## src/rtl/iig_ctrl.sv

```systemverilog
// Raster sequencer for the integral-image datapath: pixel handshake,
// MAC / BUF0 strobes and a two-stage token pipeline to the sum register.
module iig_ctrl #(
    parameter int IMG_W = 64,
    parameter int IMG_H = 32,
    parameter int XW    = 6,
    parameter int YW    = 5
) (
    input  logic          iClk,
    input  logic          iReset_n,
    input  logic          iStart,
    input  logic          iPix_valid,
    output logic          oPix_ready,
    output logic          oMac_load,
    output logic          oMac_acc,
    output logic [XW-1:0] oBuf_rd_addr,
    output logic          oSum_en,
    output logic          oBuf_wr_en,
    output logic [XW-1:0] oBuf_wr_addr,
    output logic          oOut_valid,
    output logic [XW-1:0] oOut_x,
    output logic [YW-1:0] oOut_y,
    output logic          oBusy,
    output logic          oDone
);

    typedef enum logic [1:0] {
        IDLE,
        RUN,
        FLUSH,
        DONE
    } state_t;

    localparam logic [XW-1:0] XLAST = XW'(IMG_W - 1);
    localparam logic [YW-1:0] YLAST = YW'(IMG_H - 1);

    state_t        state;
    logic [XW-1:0] x;
    logic [YW-1:0] y;
    logic          flushCnt;
    logic          accept;

    logic          v1;
    logic [XW-1:0] x1;
    logic [YW-1:0] y1;

    assign accept       = iPix_valid & oPix_ready;
    assign oMac_load    = accept & (x == '0);
    assign oMac_acc     = accept & (x != '0);
    assign oBuf_rd_addr = x;

    always_ff @(posedge iClk) begin
        if (!iReset_n) begin
            state      <= IDLE;
            x          <= '0;
            y          <= '0;
            flushCnt   <= 1'b0;
            oPix_ready <= 1'b0;
            oBusy      <= 1'b0;
            oDone      <= 1'b0;
        end else begin
            unique case (state)
                IDLE: begin
                    oDone <= 1'b0;
                    if (iStart) begin
                        state      <= RUN;
                        x          <= '0;
                        y          <= '0;
                        oPix_ready <= 1'b1;
                        oBusy      <= 1'b1;
                    end
                end
                RUN: begin
                    if (accept) begin
                        if (x == XLAST) begin
                            x <= '0;
                            if (y == YLAST) begin
                                y          <= '0;
                                state      <= FLUSH;
                                flushCnt   <= 1'b0;
                                oPix_ready <= 1'b0;
                            end else begin
                                y <= y + YW'(1);
                            end
                        end else begin
                            x <= x + XW'(1);
                        end
                    end
                end
                FLUSH: begin
                    // Two drain cycles let the last token reach the BUF0 write.
                    if (flushCnt) begin
                        state <= DONE;
                        oBusy <= 1'b0;
                        oDone <= 1'b1;
                    end else begin
                        flushCnt <= 1'b1;
                    end
                end
                DONE: begin
                    state <= IDLE;
                    oDone <= 1'b0;
                end
            endcase
        end
    end

    // Tokens carry their own coordinates; bubbles travel as v=0.
    always_ff @(posedge iClk) begin
        if (!iReset_n) begin
            v1           <= 1'b0;
            x1           <= '0;
            y1           <= '0;
            oSum_en      <= 1'b0;
            oOut_valid   <= 1'b0;
            oBuf_wr_en   <= 1'b0;
            oOut_x       <= '0;
            oOut_y       <= '0;
            oBuf_wr_addr <= '0;
        end else begin
            v1           <= accept;
            x1           <= x;
            y1           <= y;
            oSum_en      <= accept & (y != '0);
            oOut_valid   <= v1;
            oBuf_wr_en   <= v1;
            oOut_x       <= x1;
            oOut_y       <= y1;
            oBuf_wr_addr <= x1;
        end
    end

endmodule
```

## config.mk

```make
export PLATFORM = sky130hd
export DESIGN_NAME = iig_ctrl
export DESIGN_NICKNAME = d
export VERILOG_FILES = /design/src/rtl/iig_ctrl.sv
export SDC_FILE = /design/constraint.sdc
export NUM_CORES = 1
export LEC_CHECK = 0
export CAP_MARGIN = 20
export CORE_MARGIN = 2
export CORE_UTILIZATION = 50
export CTS_CLUSTER_SIZE = 16
export DETAILED_ROUTE_END_ITERATION = 10
export PLACE_DENSITY = 0.78
export SYNTH_ARGS = -nofsm -noshare
export SYNTH_HDL_FRONTEND = slang
export SYNTH_SLANG_ARGS = --single-unit
export TNS_END_PERCENT = 5
```

## constraint.sdc

```tcl
create_clock -name iClk -period 2.47 [get_ports iClk]
set_input_delay 0.494 -clock iClk [delete_from_list [all_inputs] [get_ports iClk]]
set_output_delay 0.494 -clock iClk [all_outputs]
set_load 0.01 [all_outputs]
```

==> flow_summary.toml, run 1 <==
[clocking]
ctsHoldBuffers = 0
clk_path_buf_depth = 2
cts-root-buf = "clkbuf_4"
cts.reportedPaths.clkPinSlew_ns = 0.14
cts_tree = "built"
cts_buffers = 5
h-tree-depth = 2
clk_latency_ns = 0.36
cts_sinks = 42

[worst_setup_path]
cp-start-kind = "register"
reg2reg_from = "y[1]$_SDFFE_PN0P_"
path_delay_family = "simple AND/OR/NAND/NOR gates"
reg2reg_to = "state[0]$_SDFFE_PN0P_"
max_stage_delay_ns = 0.55
crit_start = "oBuf_rd_addr[5]$_SDFFE_PN0P_"
reg2reg_setup_slack_ns = 0.35
cp_max_fo = 7
cp.depth = 4
worstPathRequired_ns = 1.98
end_kind = "output pin"
crit_arrival_ns = 1.92
critPathBufInv = 1
r2r.worst_path.cells = 7
path_cells = "nor4_2 > nand2_1 > nor2_1 > clkdlybuf4s50_1"
crit_end = "oMac_load"
crit_type = "register to output pin"
slowest_stage = "clkdlybuf4s50_1"

[timing]
final-setup-viol-count = 0
worst_pin_slew_ns = 0.5811
drv_slew = 0
setup_ws_ns = 0.05911
min_period_ns = 2.411
finClkSkew_ns = 0.02148
relSlewSlack = 0.6015
period_share = 0.9761
timing.hold.ws_ns = 0.4425
hold_viol_final = 0
clock.fmax_mhz = 414.8

[power_and_ir_drop]
power_w = 0.001583
p_leak_nw = 0.8339
vdd_drop_max_mv = 0.4133
p_per_area_mw_per_mm2 = 739.8

[route]
drc = 0
wl_per_cell_um = 13.20
ant_nets = 0
drt_wl_total_um = 3418
drt-vias-per-instance = 5.243
drtIter0Drc = 39
vias = 1358
firstDrtPassIters = 6

[yosys]
syn_nets = 193
synth_cell_types = 41
ys_seq_elements = 42
yosysSeqAreaShare = 0.4870
syn_inst = 181
synth_area_mm2 = 0.001727
syn_area_per_cell_um2 = 9.540
yosys_warnings = 0

[floorplanning]
core_area_mm2 = 0.003337
start_util = 0.5174
die_w_um = 62.77
dieArea_mm2 = 0.003939
num_rows = 21
ios = 35
dieHeight_um = 62.77

[global_routing]
met3_usage = 0.03423
grt_pass1_vias = 1289
antenna_found_initial = 0
met1_usage = 0.1880
track_usage = 0.1871
grt_use_met2 = 0.3508
grt.busiest_layer = "met2"
grt_pass1_wl_um = 5727
grt_max_degree = 19
grt.overflow.total = 0

[placement]
hpwlAfterDp_um = 2560
dpl-instance-area_mm2 = 0.002068
dp_slack_ns = 0.1116
place.gp.congestion = 0.8077
portBuffers = 34

[finish]
syn_to_final_growth_pct = 23.91
drive_gt1_frac = 0.09859
multi_input_area_um2 = 768.2
num_antenna_cells = 0
final_nets = 224
regArea_um2 = 842.1
fill_cells = 288
fin_area_mm2 = 0.002140

[status]
status = "finished clean"

[min_path]
hold_class = "register to register"

[job]
drv_cap = 0
## kinds of logic (layout without fill, tap and decap cells)
family | count (synthesis) | after routing | synth area share
xor gates and xnor gates | 3 | 3 | 0.01522
DFF | 42 | 42 | 0.4870
AOI/OAI and AO/OA | 27 | 27 | 0.1123
adders and majority gates | 8 | 8 | 0.05797
muxes | 2 | 2 | 0.01449
buffers and inverters | 25 | 57 | 0.07173
and+or+nand+nor | 74 | 74 | 0.2413
## where the power goes
| part | switching [W] | internal (W) |
|---|---|---|
| clock network | 0.000220 | 0.000137 |
| logic | 0.000281 | 0.000190 |
| registers | 0.0000372 | 0.000718 |
## layout by cell type (no fill, tap or decap), drive strengths merged, types with 3 or more instances in the layout
| cell | n |
|---|---|
| a21oi | 9 |
| nand2 | 11 |
| and3 | 3 |
| buf | 3 |
| ha | 8 |
| clkdlybuf4s50 | 34 |
| o21ai | 4 |
| clkbuf | 6 |
| and2 | 17 |
| dfxtp | 42 |
| nand3 | 4 |
| inv | 11 |
| nor4 | 3 |
| nor3 | 5 |
| nor2 | 15 |
| nand4 | 4 |
## stage by stage
step,std cells,util,TNS (ns)
after floorplan,181,-,0
after global placement,251,0.6198,0
after detailed placement,251,0.6198,0
after CTS,259,0.6389,0
after global routing,259,0.6412,-0.05733
final,259,0.6412,0
## how the worst min path moves through the flow
stage	startpoint	endpoint	slack, ns	cells past startpoint
after floorplan	y1[2]$_SDFF_PN0_	oOut_y[2]$_SDFF_PN0_	0.41	1
after global placement	y1[2]$_SDFF_PN0_	oOut_y[2]$_SDFF_PN0_	0.41	1
after detailed placement	v1$_SDFF_PN0_	oOut_valid$_SDFF_PN0_	0.42	1
after CTS	x1[2]$_SDFF_PN0_	oOut_x[2]$_SDFF_PN0_	0.44	1
after global routing	y1[2]$_SDFF_PN0_	oOut_y[2]$_SDFF_PN0_	0.46	1
final	y1[2]$_SDFF_PN0_	oOut_y[2]$_SDFF_PN0_	0.44	1
## what timing repair did
action	4_1_cts	5_1_grt
resized for setup	0	2
buffers inserted	0	0
hold endpoints to repair	0	0
endpoints found under the setup margin	0	1
## synthesized netlist by cell type
master / instances / area (µm²)
and2_1: 17 / 106.4
or3b_1: 1 / 8.760
o21ai_0: 4 / 20.02
nand2b_1: 2 / 12.51
ha_1: 8 / 100.1
nor3_1: 5 / 25.02
nand3_1: 3 / 15.01
nand3b_1: 1 / 7.510
nand4_1: 4 / 25.02
nor4b_2: 1 / 15.01
and3_1: 3 / 18.77
clkinv_1: 1 / 3.750
a22oi_1: 2 / 15.01
a211oi_1: 1 / 7.510
o31ai_1: 1 / 7.510
o21a_1: 2 / 15.01
or2_4: 2 / 17.52
nand3_2: 1 / 10.01
a21o_1: 2 / 15.01
inv_1: 11 / 41.29
nor4_1: 3 / 18.77
nand2_1: 11 / 41.29
dfxtp_1: 42 / 840.8
o32ai_2: 1 / 16.27
a21boi_2: 1 / 11.26
mux2i_1: 1 / 10.01
nand4b_1: 2 / 17.52
nor4b_1: 1 / 8.760
clkbuf_2: 1 / 5.000
buf_2: 2 / 10.01
mux2_4: 1 / 15.01
a21oi_1: 8 / 40.04
a31oi_1: 2 / 12.51
xnor2_1: 2 / 17.52
clkbuf_1: 3 / 11.26
buf_4: 7 / 52.55
xor2_1: 1 / 8.760
nor2b_1: 2 / 12.51
a21oi_4: 1 / 16.27
nor2_1: 15 / 56.30
a311oi_1: 2 / 17.52
## area by class of cell
class | count | share of cell area
multi-input combinational | 114 | 0.3591
clock buffer | 6 | 0.02398
clock inverter | 2 | 0.005848
sequential | 42 | 0.3936
timing repair buffer | 37 | 0.1696
inverter | 12 | 0.02105
tap | 46 | 0.02690
## sequential cells by signal (all words and copies together) (netlist names), 2 cells and up
register and cells:
state 2, x1 6, oOut_x 6, oOut_y 5
y1 5, y 5, oBuf_rd_addr 6
## per-layer routing
layer | share of wire | up-vias | wire [µm]
met3 | 0.054 | 10 | 183
li1 | - | 667 | -
met5 | 0 | - | 0
met1 | 0.40 | 632 | 1377
met2 | 0.51 | 49 | 1759
met4 | 0.028 | 0 | 97
Power figures use the tool's default switching activity.
==> inputs of run 2 (changes only) <==
--- a/config.mk
+++ b/config.mk
@@ -6,7 +6,6 @@
 export NUM_CORES = 1
 export LEC_CHECK = 0
 export CAP_MARGIN = 20
-export CORE_MARGIN = 2
 export CORE_UTILIZATION = 50
 export CTS_CLUSTER_SIZE = 16
 export DETAILED_ROUTE_END_ITERATION = 10
==> run 2 against run 1 <==
Net effect: cell area rose by 0.94%; highest routed layer unchanged; combinational power grew 1%; sequential power barely moved; sequential share of layout area fell by 0.42 points; global-route usage is 3.0 points higher; worst setup slack gained 0.029 ns; critical endpoint is now oMac_acc; register-to-register slack is essentially flat.
==> flow_summary.toml, run 2 (synthesis gave the netlist of run 1 again) <==
[worst_setup_path]
worstPathRequired_ns = 1.98
end_kind = "output pin"
cp-start-kind = "primary input"
reg2reg_from = "y[1]$_SDFFE_PN0P_"
crit_arrival_ns = 1.89
crit_type = "primary input to output pin"
cp_max_fo = 4
r2r.worst_path.cells = 7
reg2reg_to = "flushCnt$_SDFFE_PN0P_"
reg2reg_setup_slack_ns = 0.36

[floorplanning]
start_util = 0.5476
ios = 35
dieHeight_um = 60.77
dieArea_mm2 = 0.003692
num_rows = 20
core_area_mm2 = 0.003153
die_w_um = 60.77

[timing]
drv_slew = 0
period_share = 0.9645
hold_viol_final = 0
worst_pin_slew_ns = 0.6100
min_period_ns = 2.382
finClkSkew_ns = 0.01429
final-setup-viol-count = 0
relSlewSlack = 0.5817
clock.fmax_mhz = 419.8

[global_routing]
grt_max_degree = 17
track_usage = 0.2169
grt.overflow.total = 0
grt_pass1_vias = 1299
grt_pass1_wl_um = 5830
antenna_found_initial = 0

[placement]
portBuffers = 34
place_inst = 251
dpl-instance-area_mm2 = 0.002081
hpwlAfterDp_um = 2562
place.gp.congestion = 0.8349

[route]
drt-vias-per-instance = 5.355
wl_per_cell_um = 13.51
drc = 0
ant_nets = 0
drtIter0Drc = 54
firstDrtPassIters = 4
drt_wl_total_um = 3500
vias = 1387

[finish]
num_antenna_cells = 0
final_nets = 226
final_cell_mix = "dfxtp_1, clkdlybuf4s50_1, and2_1, nor2_1"
fill_cells = 257
final_util = 0.6849
fin_cells = 259
layout_commonest_cell = "dfxtp_1"
fin_area_mm2 = 0.002160
drive_gt1_frac = 0.1023
syn_to_final_growth_pct = 25.07

[clocking]
h-tree-depth = 2
cts-root-buf = "clkbuf_4"
clk_latency_ns = 0.36
cts.reportedPaths.clkPinSlew_ns = 0.11
clk_path_buf_depth = 2
cts_buffers = 5
cts_sinks = 42
cts_tree = "built"
ctsHoldBuffers = 0

[min_path]
hold-path-endpoint = "oOut_x[3]$_SDFF_PN0_"
hold_start = "x1[3]$_SDFF_PN0_"
whs_path_depth = 1
hold_class = "register to register"

[status]
status = "finished clean"

[job]
drv_cap = 0

[power_and_ir_drop]
p_leak_nw = 0.8501
p_per_area_mw_per_mm2 = 738.0
vdd_drop_max_mv = 0.4291
[run 2: cell count changes in the layout (fill, tap and decap cells not counted), sizes merged]
| cell | delta |
|---|---|
| buf | +2 |
[run 2: layout make-up]
class	instances	area, µm²	share of cell area
flip-flops and latches	42	840.8	0.3893
multi-input cells	114	777.0	0.3598
repair buffers	39	377.9	0.1750
well taps	44	55.05	0.02549
clock buffers	6	51.30	0.02375
inverters	12	45.04	0.02086
clock inverters	2	12.51	0.005794
[run 2: worst max path at each step]
stage                                       startpoint  slack [ns]  cells past startpoint                 to
after detailed placement                    iPix_valid        0.08                      4           oMac_acc
after CTS                                   iPix_valid        0.08                      4           oMac_acc
after global routing      oBuf_rd_addr[2]$_SDFFE_PN0P_       -0.02                      4          oMac_load
final                                       iPix_valid        0.09                      4           oMac_acc
after global placement                      iPix_valid        0.14                      4           oMac_acc
after floorplan                  state[0]$_SDFFE_PN0P_        0.72                      6  y[4]$_SDFFE_PN0P_
[run 2: worst max-delay path: stages]
cell and delay [ns]:
clkdlybuf4s50_1 0.52, nand2_1 0.15, a21oi_1 0.17, clkdlybuf4s50_1 0.56
[run 2: layer usage]
layer | GRT usage | routed length [µm] | part of all wire | vias up
met5 | 0 | 0 | 0 | -
met4 | 0.1039 | 48 | 0.014 | 0
met3 | 0.05330 | 267 | 0.076 | 6
met2 | 0.3548 | 1641 | 0.47 | 66
met1 | 0.2686 | 1543 | 0.44 | 642
li1 | - | - | - | 673
[run 2: report_power, final]
part,switching [W],leakage [nW],internal (W)
clock network,0.000225,0.0343,0.000137
registers,0.0000375,0.339,0.000719
logic,0.000286,0.477,0.000189
[run 2: metrics by stage]
stage               TNS (ns)  worst slack, ns  hold slack, ns  power, W
CTS                        0          0.07878          0.4484  0.001587
detailed placement         0          0.08217          0.4172  0.001235
finish                     0          0.08766          0.4460  0.001594
global route        -0.02334         -0.02334          0.4575  0.001672
global placement           0           0.1394          0.4124  0.001217
floorplan                  0           0.7182          0.4057  0.001091
[run 2: repair_timing]
item,4_1_cts,5_1_grt
endpoints found under the setup margin,1,1
buffers inserted,0,0
gates cloned,0,0
gates resized for setup,1,1
==> inputs of run 3 (changes only) <==
--- a/config.mk
+++ b/config.mk
@@ -9,7 +9,9 @@
 export CORE_UTILIZATION = 50
 export CTS_CLUSTER_SIZE = 16
 export DETAILED_ROUTE_END_ITERATION = 10
-export PLACE_DENSITY = 0.78
+export PLACE_DENSITY_LB_ADDON = 0.12
+export RECOVER_POWER = 100
+export SKIP_CTS_REPAIR_TIMING = 1
 export SYNTH_ARGS = -nofsm -noshare
 export SYNTH_HDL_FRONTEND = slang
 export SYNTH_SLANG_ARGS = --single-unit
==> run 3 against run 2 <==
Net effect: maximum frequency is 0.24% higher; clock skew shrank 0.0079 ns; sequential cell count stayed put; global-route usage fell by 1.4 points; sequential share of layout area increased by 0.53 points; worst setup slack better by 0.0056 ns; register-to-register slack lost 0.02 ns; via count is 2.2% lower; routed wire length fell by 6.0%; critical path type unchanged; largest cell class unchanged.
==> flow_summary.toml, run 3 (synthesis gave the netlist of run 1 again) <==
[clocking]
cts-root-buf = "clkbuf_4"
clk_latency_ns = 0.36
cts_sinks = 42
h-tree-depth = 2
clk_path_buf_depth = 2
cts.reportedPaths.clkPinSlew_ns = 0.13
cts_tree = "built"
cts_buffers = 5

[finish]
drive_gt1_frac = 0.09813
final_cell_mix = "dfxtp_1, dlygate4sd3_1, nor2_1, inv_1, nand2_1"
syn_to_final_growth_pct = 23.77
layout_commonest_cell = "dfxtp_1"
final_nets = 225
fill_cells = 258
final_util = 0.6778
num_antenna_cells = 0
fin_area_mm2 = 0.002137

[global_routing]
grt.overflow.total = 0
antenna_found_initial = 0
grt_pass1_vias = 1216
track_usage = 0.2024
grt_pass1_wl_um = 5395
grt_max_degree = 19

[min_path]
hold_start = "y1[2]$_SDFF_PN0_"
whs_path_depth = 1
hold-path-endpoint = "oOut_y[2]$_SDFF_PN0_"
hold_class = "register to register"

[power_and_ir_drop]
power_w = 0.001550
p_leak_nw = 0.9144
comb_power_share = 0.287
p_per_area_mw_per_mm2 = 725.4
power.switching_w = 0.0005438
vdd_drop_max_mv = 0.3992
p_seq_frac = 0.486
p_int_w = 0.001006
swShare = 0.3508
clockPowerShare = 0.227

[timing]
timing.hold.ws_ns = 0.4402
relSlewSlack = 0.5988
rsz0062_at_grt = "no"
worst_pin_slew_ns = 0.5963
tns_ns = 0
period_share = 0.9622
drv_slew = 0
final-setup-viol-count = 0
hold_viol_final = 0
clock.fmax_mhz = 420.8
finClkSkew_ns = 0.006432
min_period_ns = 2.377

[route]
drt_wl_total_um = 3289
vias = 1356
wl_per_cell_um = 12.75
ant_nets = 0
drt-vias-per-instance = 5.256
drc = 0
drtIter0Drc = 47
firstDrtPassIters = 4

[worst_setup_path]
crit_arrival_ns = 1.88
cp-start-kind = "primary input"
end_kind = "output pin"
r2r.worst_path.cells = 7
reg2reg_to = "flushCnt$_SDFFE_PN0P_"
crit_type = "primary input to output pin"
reg2reg_setup_slack_ns = 0.34
cp_max_fo = 4
worstPathRequired_ns = 1.98
reg2reg_from = "y[1]$_SDFFE_PN0P_"

[status]
status = "finished clean"

[floorplanning]
dieArea_mm2 = 0.003692
ios = 35
die_w_um = 60.77
core_area_mm2 = 0.003153
dieHeight_um = 60.77
num_rows = 20
start_util = 0.5476

[placement]
place.gp.congestion = 0.8163
dpl-instance-area_mm2 = 0.002073
hpwlAfterDp_um = 2393
portBuffers = 34

[job]
drv_cap = 0
-- run 3: final cells by class --
type,count,area [µm²],area share
clock buffers,5,37.54,0.01756
clock inverters,3,23.77,0.01112
inverters,12,45.04,0.02108
multi-input cells,114,769.5,0.3601
flip-flops and latches,42,843.3,0.3946
well taps,44,55.05,0.02576
repair buffers,38,362.8,0.1698
-- run 3: metal layers --
metal | vias to the layer above | track usage | wire length [µm]
met3 | 6 | 0.05117 | 226
met2 | 51 | 0.3312 | 1563
li1 | 679 | - | -
met5 | - | 0 | 0
met4 | 0 | 0.08117 | 53
met1 | 620 | 0.2560 | 1445
-- run 3: critical path, cell delays in order --
cell,delay [ns]
clkdlybuf4s50_1,0.53
nand2_1,0.15
a21oi_1,0.15
clkdlybuf4s50_1,0.55
-- run 3: through the flow --
stage	instances	setup slack, ns
finish	258	0.09331
detailed placement	250	0.1026
global route	258	0.006091
floorplan	181	0.7182
global placement	250	0.1455
CTS	258	-0.0004134
-- run 3: worst max path at each step --
stage	endpoint	slack, ns	startpoint	cells past startpoint
3_3_place_gp	oMac_acc	0.15	iPix_valid	4
3_5_place_dp	oMac_load	0.10	iPix_valid	4
5_1_grt	oMac_acc	0.006	iPix_valid	4
4_1_cts	oMac_load	-0.0004	oBuf_rd_addr[5]$_SDFFE_PN0P_	4
6_report	oMac_acc	0.09	iPix_valid	4
2_1_floorplan	y[4]$_SDFFE_PN0P_	0.72	state[0]$_SDFFE_PN0P_	6
-- run 3: power groups by stage --
stage,Sequential (W),Combinational [W],Clock (W)
5_1_grt,0.000759,0.000492,0.000387
2_1_floorplan,0.000771,0.000320,0
3_5_place_dp,0.000768,0.000461,0
4_1_cts,0.000753,0.000465,0.000361
6_report,0.000753,0.000445,0.000352
3_3_place_gp,0.000765,0.000444,0
